`src/rtl/loader_pkg.sv`:
```
// Shared types and constants for the UART program loader.
// LOADER_CHECKSUM_EN adds the CHECK state for the trailing checksum word.
package loader_pkg;

  localparam int LOADER_HDR_BYTES  = 4;
  localparam int LOADER_WORD_BYTES = 4;

  typedef enum logic [2:0] {
    ST_LEN,
    ST_DATA,
    ST_WRITE,
`ifdef LOADER_CHECKSUM_EN
    ST_CHECK,
`endif
    ST_DONE,
    ST_ERROR
  } loader_state_e;

endpackage

```
`src/rtl/program_loader_if.sv`:
```
// UART byte-read and instruction-memory write handshakes of the program loader.
// master = loader side, slave = UART / memory side.
interface program_loader_if #(
  parameter int UART_BIT_WIDTH = 16
);

  logic                      uart_out_valid;
  logic                      uart_out_ready;
  logic [7:0]                uart_out_data;
  logic [UART_BIT_WIDTH-1:0] uart_buf_len;
  logic [31:0]               inst_mem_in_addr;
  logic [31:0]               inst_mem_in_data;
  logic                      inst_mem_in_valid;
  logic                      inst_mem_in_ready;

  modport master (
    output uart_out_valid, inst_mem_in_addr, inst_mem_in_data, inst_mem_in_valid,
    input  uart_out_ready, uart_out_data, uart_buf_len, inst_mem_in_ready
  );

  modport slave (
    input  uart_out_valid, inst_mem_in_addr, inst_mem_in_data, inst_mem_in_valid,
    output uart_out_ready, uart_out_data, uart_buf_len, inst_mem_in_ready
  );

endinterface

```
`src/rtl/loader_byte_fetch.sv`:
```
// Reads bytes from the UART one request at a time and assembles them
// little-endian into a 32-bit word, pulsing o_done for one cycle per word.
module loader_byte_fetch
  import loader_pkg::*;
(
  input  logic        clk,
  input  logic        reset,
  input  logic        i_en,
  input  logic        i_avail,
  input  logic        i_ready,
  input  logic [7:0]  i_data,
  output logic        o_valid,
  output logic [31:0] o_word,
  output logic        o_done
);

  localparam int CNT_W = $clog2(LOADER_WORD_BYTES);

  logic             r_req;
  logic             r_done;
  logic [CNT_W-1:0] r_cnt;
  logic [31:0]      r_word;
  logic             w_ack;

  assign w_ack = r_req && i_ready;

  // Request drops on the acknowledge edge, so it is low for at least one cycle
  // before the next request; no new request in the done cycle, when the
  // parent may be leaving a fetching state.
  always_ff @(posedge clk) begin
    if (reset) begin
      r_req  <= 1'b0;
      r_done <= 1'b0;
      r_cnt  <= '0;
      r_word <= '0;
    end else begin
      r_done <= 1'b0;
      if (w_ack) begin
        r_req  <= 1'b0;
        r_word <= {i_data, r_word[31:8]};
        r_cnt  <= r_cnt + CNT_W'(1);
        if (r_cnt == CNT_W'(LOADER_WORD_BYTES - 1)) begin
          r_done <= 1'b1;
          r_cnt  <= '0;
        end
      end else if (!r_req && !r_done && i_en && i_avail) begin
        r_req <= 1'b1;
      end
    end
  end

  assign o_valid = r_req;
  assign o_word  = r_word;
  assign o_done  = r_done;

endmodule

```
`src/rtl/program_loader.sv`:
```
// Loads a length-prefixed little-endian word stream from the UART into
// instruction memory. LOADER_CHECKSUM_EN enables a trailing sum check.
module program_loader
  import loader_pkg::*;
#(
  parameter int UART_BIT_WIDTH     = 16,
  parameter int INST_MEM_BIT_WIDTH = 16
) (
  input  logic              clk,
  input  logic              reset,
  program_loader_if.master  bus,
  output logic              load_completed,
  output logic              load_error
);

  localparam logic [32:0] MEM_WORDS = 33'd1 << (INST_MEM_BIT_WIDTH - 2);
`ifdef LOADER_CHECKSUM_EN
  localparam loader_state_e ST_FINISH = ST_CHECK;
`else
  localparam loader_state_e ST_FINISH = ST_DONE;
`endif

  loader_state_e r_state;
  loader_state_e w_state_nxt;
  logic [31:0]   r_n;
  logic [31:0]   r_k;
  logic [31:0]   w_word;
  logic          w_done;
  logic          w_fetch_en;
  logic          w_uart_avail;
  logic          w_last;
`ifdef LOADER_CHECKSUM_EN
  logic [31:0]   r_sum;
`endif

  assign w_uart_avail = (bus.uart_buf_len != {UART_BIT_WIDTH{1'b0}});
  assign w_last       = (r_k + 32'd1 == r_n);

  loader_byte_fetch u_fetch (
    .clk     (clk),
    .reset   (reset),
    .i_en    (w_fetch_en),
    .i_avail (w_uart_avail),
    .i_ready (bus.uart_out_ready),
    .i_data  (bus.uart_out_data),
    .o_valid (bus.uart_out_valid),
    .o_word  (w_word),
    .o_done  (w_done)
  );

  always_comb begin
    w_state_nxt           = r_state;
    w_fetch_en            = 1'b0;
    bus.inst_mem_in_valid = 1'b0;
    bus.inst_mem_in_addr  = '0;
    bus.inst_mem_in_data  = '0;
    load_completed        = 1'b0;
    load_error            = 1'b0;
    case (r_state)
      ST_LEN: begin
        w_fetch_en = 1'b1;
        if (w_done) begin
          if (w_word == 32'd0)                 w_state_nxt = ST_FINISH;
          else if ({1'b0, w_word} > MEM_WORDS) w_state_nxt = ST_ERROR;
          else                                 w_state_nxt = ST_DATA;
        end
      end
      ST_DATA: begin
        w_fetch_en = 1'b1;
        if (w_done) w_state_nxt = ST_WRITE;
      end
      ST_WRITE: begin
        // Fetcher is idle here, so the assembled word stays put until acked.
        bus.inst_mem_in_valid = 1'b1;
        bus.inst_mem_in_addr  = r_k << 2;
        bus.inst_mem_in_data  = w_word;
        if (bus.inst_mem_in_ready) w_state_nxt = w_last ? ST_FINISH : ST_DATA;
      end
`ifdef LOADER_CHECKSUM_EN
      ST_CHECK: begin
        w_fetch_en = 1'b1;
        if (w_done) w_state_nxt = (w_word == r_sum) ? ST_DONE : ST_ERROR;
      end
`endif
      ST_DONE:  load_completed = 1'b1;
      ST_ERROR: load_error     = 1'b1;
      default:  w_state_nxt    = ST_LEN;
    endcase
  end

  always_ff @(posedge clk) begin
    if (reset) begin
      r_state <= ST_LEN;
      r_n     <= '0;
      r_k     <= '0;
`ifdef LOADER_CHECKSUM_EN
      r_sum   <= '0;
`endif
    end else begin
      r_state <= w_state_nxt;
      if (r_state == ST_LEN && w_done) r_n <= w_word;
      if (r_state == ST_WRITE && bus.inst_mem_in_ready) begin
        r_k   <= r_k + 32'd1;
`ifdef LOADER_CHECKSUM_EN
        r_sum <= r_sum + w_word;
`endif
      end
    end
  end

endmodule

```
`src/flat_wrapper.sv`:
```
// flat-port wrapper written by rule: the top's interface ports become plain ports
module program_loader_flat import loader_pkg::*;
#(
  parameter int UART_BIT_WIDTH     = 16,
  parameter int INST_MEM_BIT_WIDTH = 16
)
  (clk, reset, load_completed, load_error, bus_uart_out_valid, bus_inst_mem_in_addr, bus_inst_mem_in_data, bus_inst_mem_in_valid, bus_uart_out_ready, bus_uart_out_data, bus_uart_buf_len, bus_inst_mem_in_ready);
  program_loader_if #(.UART_BIT_WIDTH(UART_BIT_WIDTH)) bus_i ();
  input  logic clk;
  input  logic reset;
  output logic load_completed;
  output logic load_error;
  output wire logic [$bits(bus_i.uart_out_valid)-1:0] bus_uart_out_valid;
  output wire logic [$bits(bus_i.inst_mem_in_addr)-1:0] bus_inst_mem_in_addr;
  output wire logic [$bits(bus_i.inst_mem_in_data)-1:0] bus_inst_mem_in_data;
  output wire logic [$bits(bus_i.inst_mem_in_valid)-1:0] bus_inst_mem_in_valid;
  input wire logic [$bits(bus_i.uart_out_ready)-1:0] bus_uart_out_ready;
  input wire logic [$bits(bus_i.uart_out_data)-1:0] bus_uart_out_data;
  input wire logic [$bits(bus_i.uart_buf_len)-1:0] bus_uart_buf_len;
  input wire logic [$bits(bus_i.inst_mem_in_ready)-1:0] bus_inst_mem_in_ready;
  assign bus_uart_out_valid = bus_i.uart_out_valid;
  assign bus_inst_mem_in_addr = bus_i.inst_mem_in_addr;
  assign bus_inst_mem_in_data = bus_i.inst_mem_in_data;
  assign bus_inst_mem_in_valid = bus_i.inst_mem_in_valid;
  assign bus_i.uart_out_ready = bus_uart_out_ready;
  assign bus_i.uart_out_data = bus_uart_out_data;
  assign bus_i.uart_buf_len = bus_uart_buf_len;
  assign bus_i.inst_mem_in_ready = bus_inst_mem_in_ready;
  program_loader #(.UART_BIT_WIDTH(UART_BIT_WIDTH), .INST_MEM_BIT_WIDTH(INST_MEM_BIT_WIDTH)) u_core (.clk(clk), .reset(reset), .bus(bus_i), .load_completed(load_completed), .load_error(load_error));
endmodule
```
`config.mk`:
```
export PLATFORM = sky130hd
export DESIGN_NAME = program_loader_flat
export DESIGN_NICKNAME = d
export VERILOG_FILES = /design/src/rtl/loader_pkg.sv /design/src/rtl/program_loader_if.sv /design/src/rtl/loader_byte_fetch.sv /design/src/rtl/program_loader.sv /design/src/flat_wrapper.sv
export SDC_FILE = /design/constraint.sdc
export NUM_CORES = 1
export LEC_CHECK = 0
export CAP_MARGIN = 20
export CORE_UTILIZATION = 50
export CTS_BUF_LIST = sky130_fd_sc_hd__clkbuf_4 sky130_fd_sc_hd__clkbuf_8 sky130_fd_sc_hd__clkbuf_16
export DETAILED_ROUTE_END_ITERATION = 7
export PLACE_DENSITY = 0.76
export SYNTH_ARGS = -nofsm -noshare
export SYNTH_HDL_FRONTEND = slang
export SYNTH_SLANG_ARGS = --single-unit
```
`constraint.sdc`:
```
create_clock -name clk -period 4.58 [get_ports clk]
set_clock_uncertainty 0.15 [all_clocks]
set_input_delay 0.687 -clock clk [delete_from_list [all_inputs] [get_ports clk]]
set_output_delay 0.687 -clock clk [all_outputs]
set_load 0.01 [all_outputs]
```
# Yosys cells after proc, flatten, opt, wreduce, memory -nomap -nowiden
# Index checks and enable logic that the tools add are counted.
[totals] register_bits=103 out_inout_bits=68 elab_cells=52
[op_classes] n_eq_ne=9 n_bitwise=2 muxes=15 reduce_logical=16 magnitude_cmp=1 addsub=2
[op_table] cell="$mux 32" count=2
[op_table] cell="$add 32x1->32 const B" count=1
[op_table] cell="$eq 32x32->1" count=1
[op_table] cell="$gt 32x15->1 const B" count=1
[op_table] cell="$logic_not 32->1" count=1
[op_table] cell="$reduce_bool 16->1" count=1
[op_table] cell="$mux 3" count=5
[op_table] cell="$pmux 3 s4" count=1
[op_table] cell="$reduce_or 2->1" count=4
[op_table] cell="$eq 3x2->1 const B" count=2
[op_table] cell="$logic_and 1x1->1" count=6
[op_table] cell="$ne 2x2->1 const B" count=3
[op_table] cell="$mux 1" count=5
[op_table] cell="$mux 2" count=2
[op_table] cell="$reduce_and 4->1" count=1
[op_table] cell="$eq 3x1->1 const B" count=1
[op_table] cell="$eq 3x3->1 const B" count=1
[op_table] cell="$logic_not 3->1" count=1
[op_table] cell="$add 2x1->2 const B" count=1
[op_table] cell="$eq 2x2->1 const B" count=1
[op_table] cell="$logic_not 1->1" count=2
[op_table] cell="$not 1->1" count=2

# Logic depth before layout (Yosys ltp)
[logic_depth] word_depth=5 mapped_depth=10 mapped_depth_nobuf=8

# Modules after synthesis
# A second synthesis with hierarchy kept.
[hier_totals] cells_unflattened=720 area_unflattened_um2=6153.4
[by_module_without_submodules] mod="program_loader" area_each_um2=4227.8 instances=1 cells_each=557
[by_module_without_submodules] mod="loader_byte_fetch" area_each_um2=1925.6 instances=1 cells_each=163

# Worst setup path after synthesis
# Ideal clock, no wire load.
[synth_path] path_kind="reg2reg" from="reg u_core.r_k[0]" to="reg u_core.r_state[1]" arrival_ns=2.234 setup_ns=0.069 path_slack_ns=2.127 t_required_ns=4.361 stages_incl_launch_ff=9 n_path_buf=0 path_cell_list="dfxtp_1 -> ha_1 -> nand3_1 -> nor2_1 -> nand4_1 -> xnor2_1 -> a2111oi_0 -> nand4_1 -> o21ai_1"
[synth_via] elab_chain_len=5
[synth_rtl] element="start, declared" line_no="program_loader.sv:26" rtl="logic [31:0] r_k;"
[synth_rtl] element="start signal, assigned" line_no="program_loader.sv:103" rtl="r_k <= r_k + 32'd1;"
[synth_rtl] element="$add 32x1->32" line_no="program_loader.sv:37" rtl="assign w_last = (r_k + 32'd1 == r_n);"
[synth_rtl] element="$eq 32x32->1" line_no="program_loader.sv:37"
[synth_rtl] element="$mux 2" line_no="program_loader.sv:77" rtl="if (bus.inst_mem_in_ready) w_state_nxt = w_last ? ST_FINISH : ST_DATA;"
[synth_rtl] element="$mux 3" line_no="program_loader.sv:77"
[synth_rtl] element="$pmux 3 s4" line_no="program_loader.sv:59" rtl="case (r_state)"
[synth_rtl] element="end signal, assigned" line_no="program_loader.sv:100" rtl="r_state <= w_state_nxt;"
[synth_rtl] element="end, declared" line_no="program_loader.sv:23" rtl="loader_state_e r_state;"
# Every way passes these cells. The select of a mux whose other input is x is not followed.
# A chain may end at the register's enable or synchronous reset.

# Worst setup path after layout
[layout_path] from="reg u_core.r_state[1]" to="out bus_inst_mem_in_data[20]"
[layout_via] elab_chain_len=2
[layout_rtl] element="$eq 3x2->1" line_no="program_loader.sv:59"
[layout_rtl] element="$mux 32" line_no="program_loader.sv:59"
[layout_rtl] element="end, declared" line_no="flat_wrapper.sv:15" rtl="output wire logic [$bits(bus_i.inst_mem_in_data)-1:0] bus_inst_mem_in_data;"
# Every way passes these cells.

==> out/summary.txt <==
status -> finished clean
nets@finish -> 759
Slew HR -> 33.6%
# DRC -> 0
most frequent cells in the layout -> dfxtp_1 (103), clkdlybuf4s50_1 (92), nand2_1 (91)
clock buffer depth -> 2
CP Capture Type -> output port
Core Area -> 10500 sq um
Clock Pin Slew Worst Setup and Hold Paths -> 0.10 ns
synth top area cells -> dfxtp_1 (38%), and2_1 (7.8%), xnor2_1 (7.2%), nand2_1 (6.3%), a22o_1 (5.5%)
Leak Pwr -> 2.31 nW
Async SR Flop Fraction -> 0%
R2R Path End -> u_core.r_state[1]$_SDFFE_PP0P_
H-Tree Depth -> 3
DP HPWL -> 10500 um
internal power -> 0.00126 W
routed wire length -> 14600 um
EDFF count, synth -> 0
number of setup buffers added after CTS -> 0
reg2reg start -> u_core.r_k[0]$_SDFFE_PP0P_
Synth Warn # -> 0
CP Max Fanout -> 32
#FFs+latches synth -> 103
worst-margin pin slew -> 0.986 ns
Syn Inst Count -> 669
most common cell after layout, fill and taps aside -> dfxtp_1
vias per cell -> 5.65
CTS root buffer -> clkbuf_8
setup TNS -> 0 ns
RSZ-0062 raised after global routing -> no
MaxCap Viol Count -> 0
FP Rows -> 37
Critical Path RT -> 3.74 ns
pwr/cell area -> 248 nW/um^2
height of the die -> 106 um
CP Launch Type -> flip-flop
Synth area leader -> dfxtp_1
hold_buf cts -> 0
crit path from -> u_core.r_state[1]$_SDFFE_PP0P_
share of the synthesized area in the top cell type -> 37.8%
Seq/Total Area, Yosys -> 37.8%
ANT nets after route -> 0
Area growth syn-to-layout -> 21.3%
DR iter-0 viols -> 286
CTS tree -> built
crit path DAT -> 2.68 ns
area of the mapped netlist -> 5450 sq um
top_reg_cell synth -> dfxtp_1
Num CTS Buffers -> 9
via count -> 4916
number of I/O port buffers -> 93
min Tclk post-route -> 3.52 ns
cts repair resizes -> 0
Setup-failing EPs final -> 0
Final Hold Viols -> 0
CP Capture Point -> bus_inst_mem_in_data[20]
Die ar. -> 11300 sq um
worst min-delay path startpoint -> u_core.r_n[0]$_SDFFE_PP0P_
critical path class -> reg2out
R2R cell count -> 8
CTS sink count -> 103
Seq pwr share -> 55.6%
Clock power frac -> 40.4%
worst reg-to-reg setup slack -> 1.28 ns
Mean Syn Cell Area -> 8.15 sq um
total grt overflow -> 0
# diodes -> 0
First-pass DRT Iterations -> 4
Final Max Tran Viols -> 0
Unique masters post-synth -> 59
peak supply drop -> 0.201 mV
DR WL/cell -> 16.8 um
largest net degree at the start of global routing -> 69
initial antenna violation count -> 0
worst hold path class -> reg2reg
Sw Pwr -> 0.000379 W
Fmax achieved -> 284 MHz
vias in the first global route -> 4682
initial core utilization -> 52.1%
Comb pwr share -> 4.0%
Placer Congestion -> 0.897
GRT Total Usage -> 26.5%
I/O pin count -> 96
Chip Width -> 106 um
period utilization -> 76.9%
post-route core utilization -> 63.2%
sw frac -> 23.1%
layout cells sized above 1 -> 5.59%
worst skew pair latency -> 0.38 ns
first-pass GRT wire length -> 23500 um
[how the worst min path moves through the flow]
| stage | endpoint | slack, ns | cells past startpoint |
|---|---|---|---|
| finish | u_core.r_n[0]$_SDFFE_PP0P_ | 0.33 | 2 |
| global route | u_core.r_n[22]$_SDFFE_PP0P_ | 0.35 | 2 |
| CTS | u_core.r_n[0]$_SDFFE_PP0P_ | 0.33 | 2 |
| detailed placement | u_core.r_n[0]$_SDFFE_PP0P_ | 0.31 | 2 |
| global placement | u_core.r_n[30]$_SDFFE_PP0P_ | 0.31 | 2 |
| floorplan | u_core.r_n[10]$_SDFFE_PP0P_ | 0.30 | 2 |
[cell families after synthesis]
| kind of cell | synth area share (%) |
|---|---|
| AND/OR/NAND/NOR | 31.4 |
| AO/OA/AOI/OAI | 13.9 |
| flip-flops | 37.8 |
| XOR/XNOR | 11.2 |
| buffers and inverters | 4.36 |
| multiplexers | 0.757 |
| adder cells (fa/ha/maj) | 0.459 |
| other | 0.0688 |
[cell type report]
class | count | area [sq um]
fill | 922 | 3850
multi-input combinational | 512 | 3170
sequential | 103 | 2060
timing repair buffer | 99 | 971
tap | 136 | 170
clock buffer | 10 | 131
clock inverter | 6 | 97.6
inverter | 4 | 15.0
[power by group through the flow]
stage | combinational [W] | clock, W | sequential [W]
2_1_floorplan | 0.0000338 | 0 | 0.000928
3_3_place_gp | 0.0000635 | 0 | 0.000931
3_5_place_dp | 0.0000654 | 0 | 0.000931
4_1_cts | 0.0000655 | 0.000672 | 0.000910
5_1_grt | 0.0000716 | 0.000703 | 0.000911
6_report | 0.0000661 | 0.000661 | 0.000910
[per-stage QoR]
step | area [sq um] | std cells | hold slack [ns] | power (W) | setup slack [ns]
floorplan | 5460 | 670 | 0.298 | 0.000961 | 2.13
global placement | 6390 | 854 | 0.312 | 0.000994 | 1.38
finish | 6620 | 870 | 0.329 | 0.00164 | 1.06
CTS | 6620 | 870 | 0.329 | 0.00165 | 1.05
detailed placement | 6390 | 854 | 0.312 | 0.000996 | 1.38
global route | 6620 | 870 | 0.346 | 0.00169 | 0.907
[critical path, cell delays in order (launching register included)]
cell and delay [ns]:
dfxtp_1 0.44, nor3b_2 0.73, buf_4 0.42, and2_1 0.17, clkdlybuf4s50_1 0.54
[Yosys cell counts, types with 4 or more instances]
| cell type | instances |
|---|---|
| nand3_1 | 19 |
| dfxtp_1 | 103 |
| xnor2_1 | 45 |
| and2_1 | 68 |
| nand2_1 | 91 |
| and4_1 | 8 |
| nor2_1 | 49 |
| nand2b_1 | 5 |
| buf_4 | 4 |
| xor2_1 | 25 |
| nor4_1 | 14 |
| o21ai_0 | 13 |
| or3_1 | 7 |
| buf_2 | 13 |
| a22o_1 | 34 |
| nor2b_1 | 4 |
| and3_1 | 4 |
| nand4_1 | 23 |
| nor3_1 | 10 |
| inv_1 | 4 |
| a21oi_1 | 46 |
| clkbuf_1 | 34 |
[per-layer routing]
metal	GRT usage (%)	vias to the layer above	wire (um)
met5	0	-	0
met4	8.02	0	222
met3	4.66	17	820
met2	44.3	133	6970
met1	34.7	2339	6570
li1	-	2427	-
[sequential cells by signal, indices dropped and copies added, names as in the netlist]
register	flops
u_core.r_k	32
u_core.u_fetch.o_word	32
u_core.u_fetch.o_done	1
u_core.r_state	3
u_core.u_fetch.r_cnt	2
u_core.u_fetch.o_valid	1
u_core.r_n	32
Power figures use the tool's default switching activity.
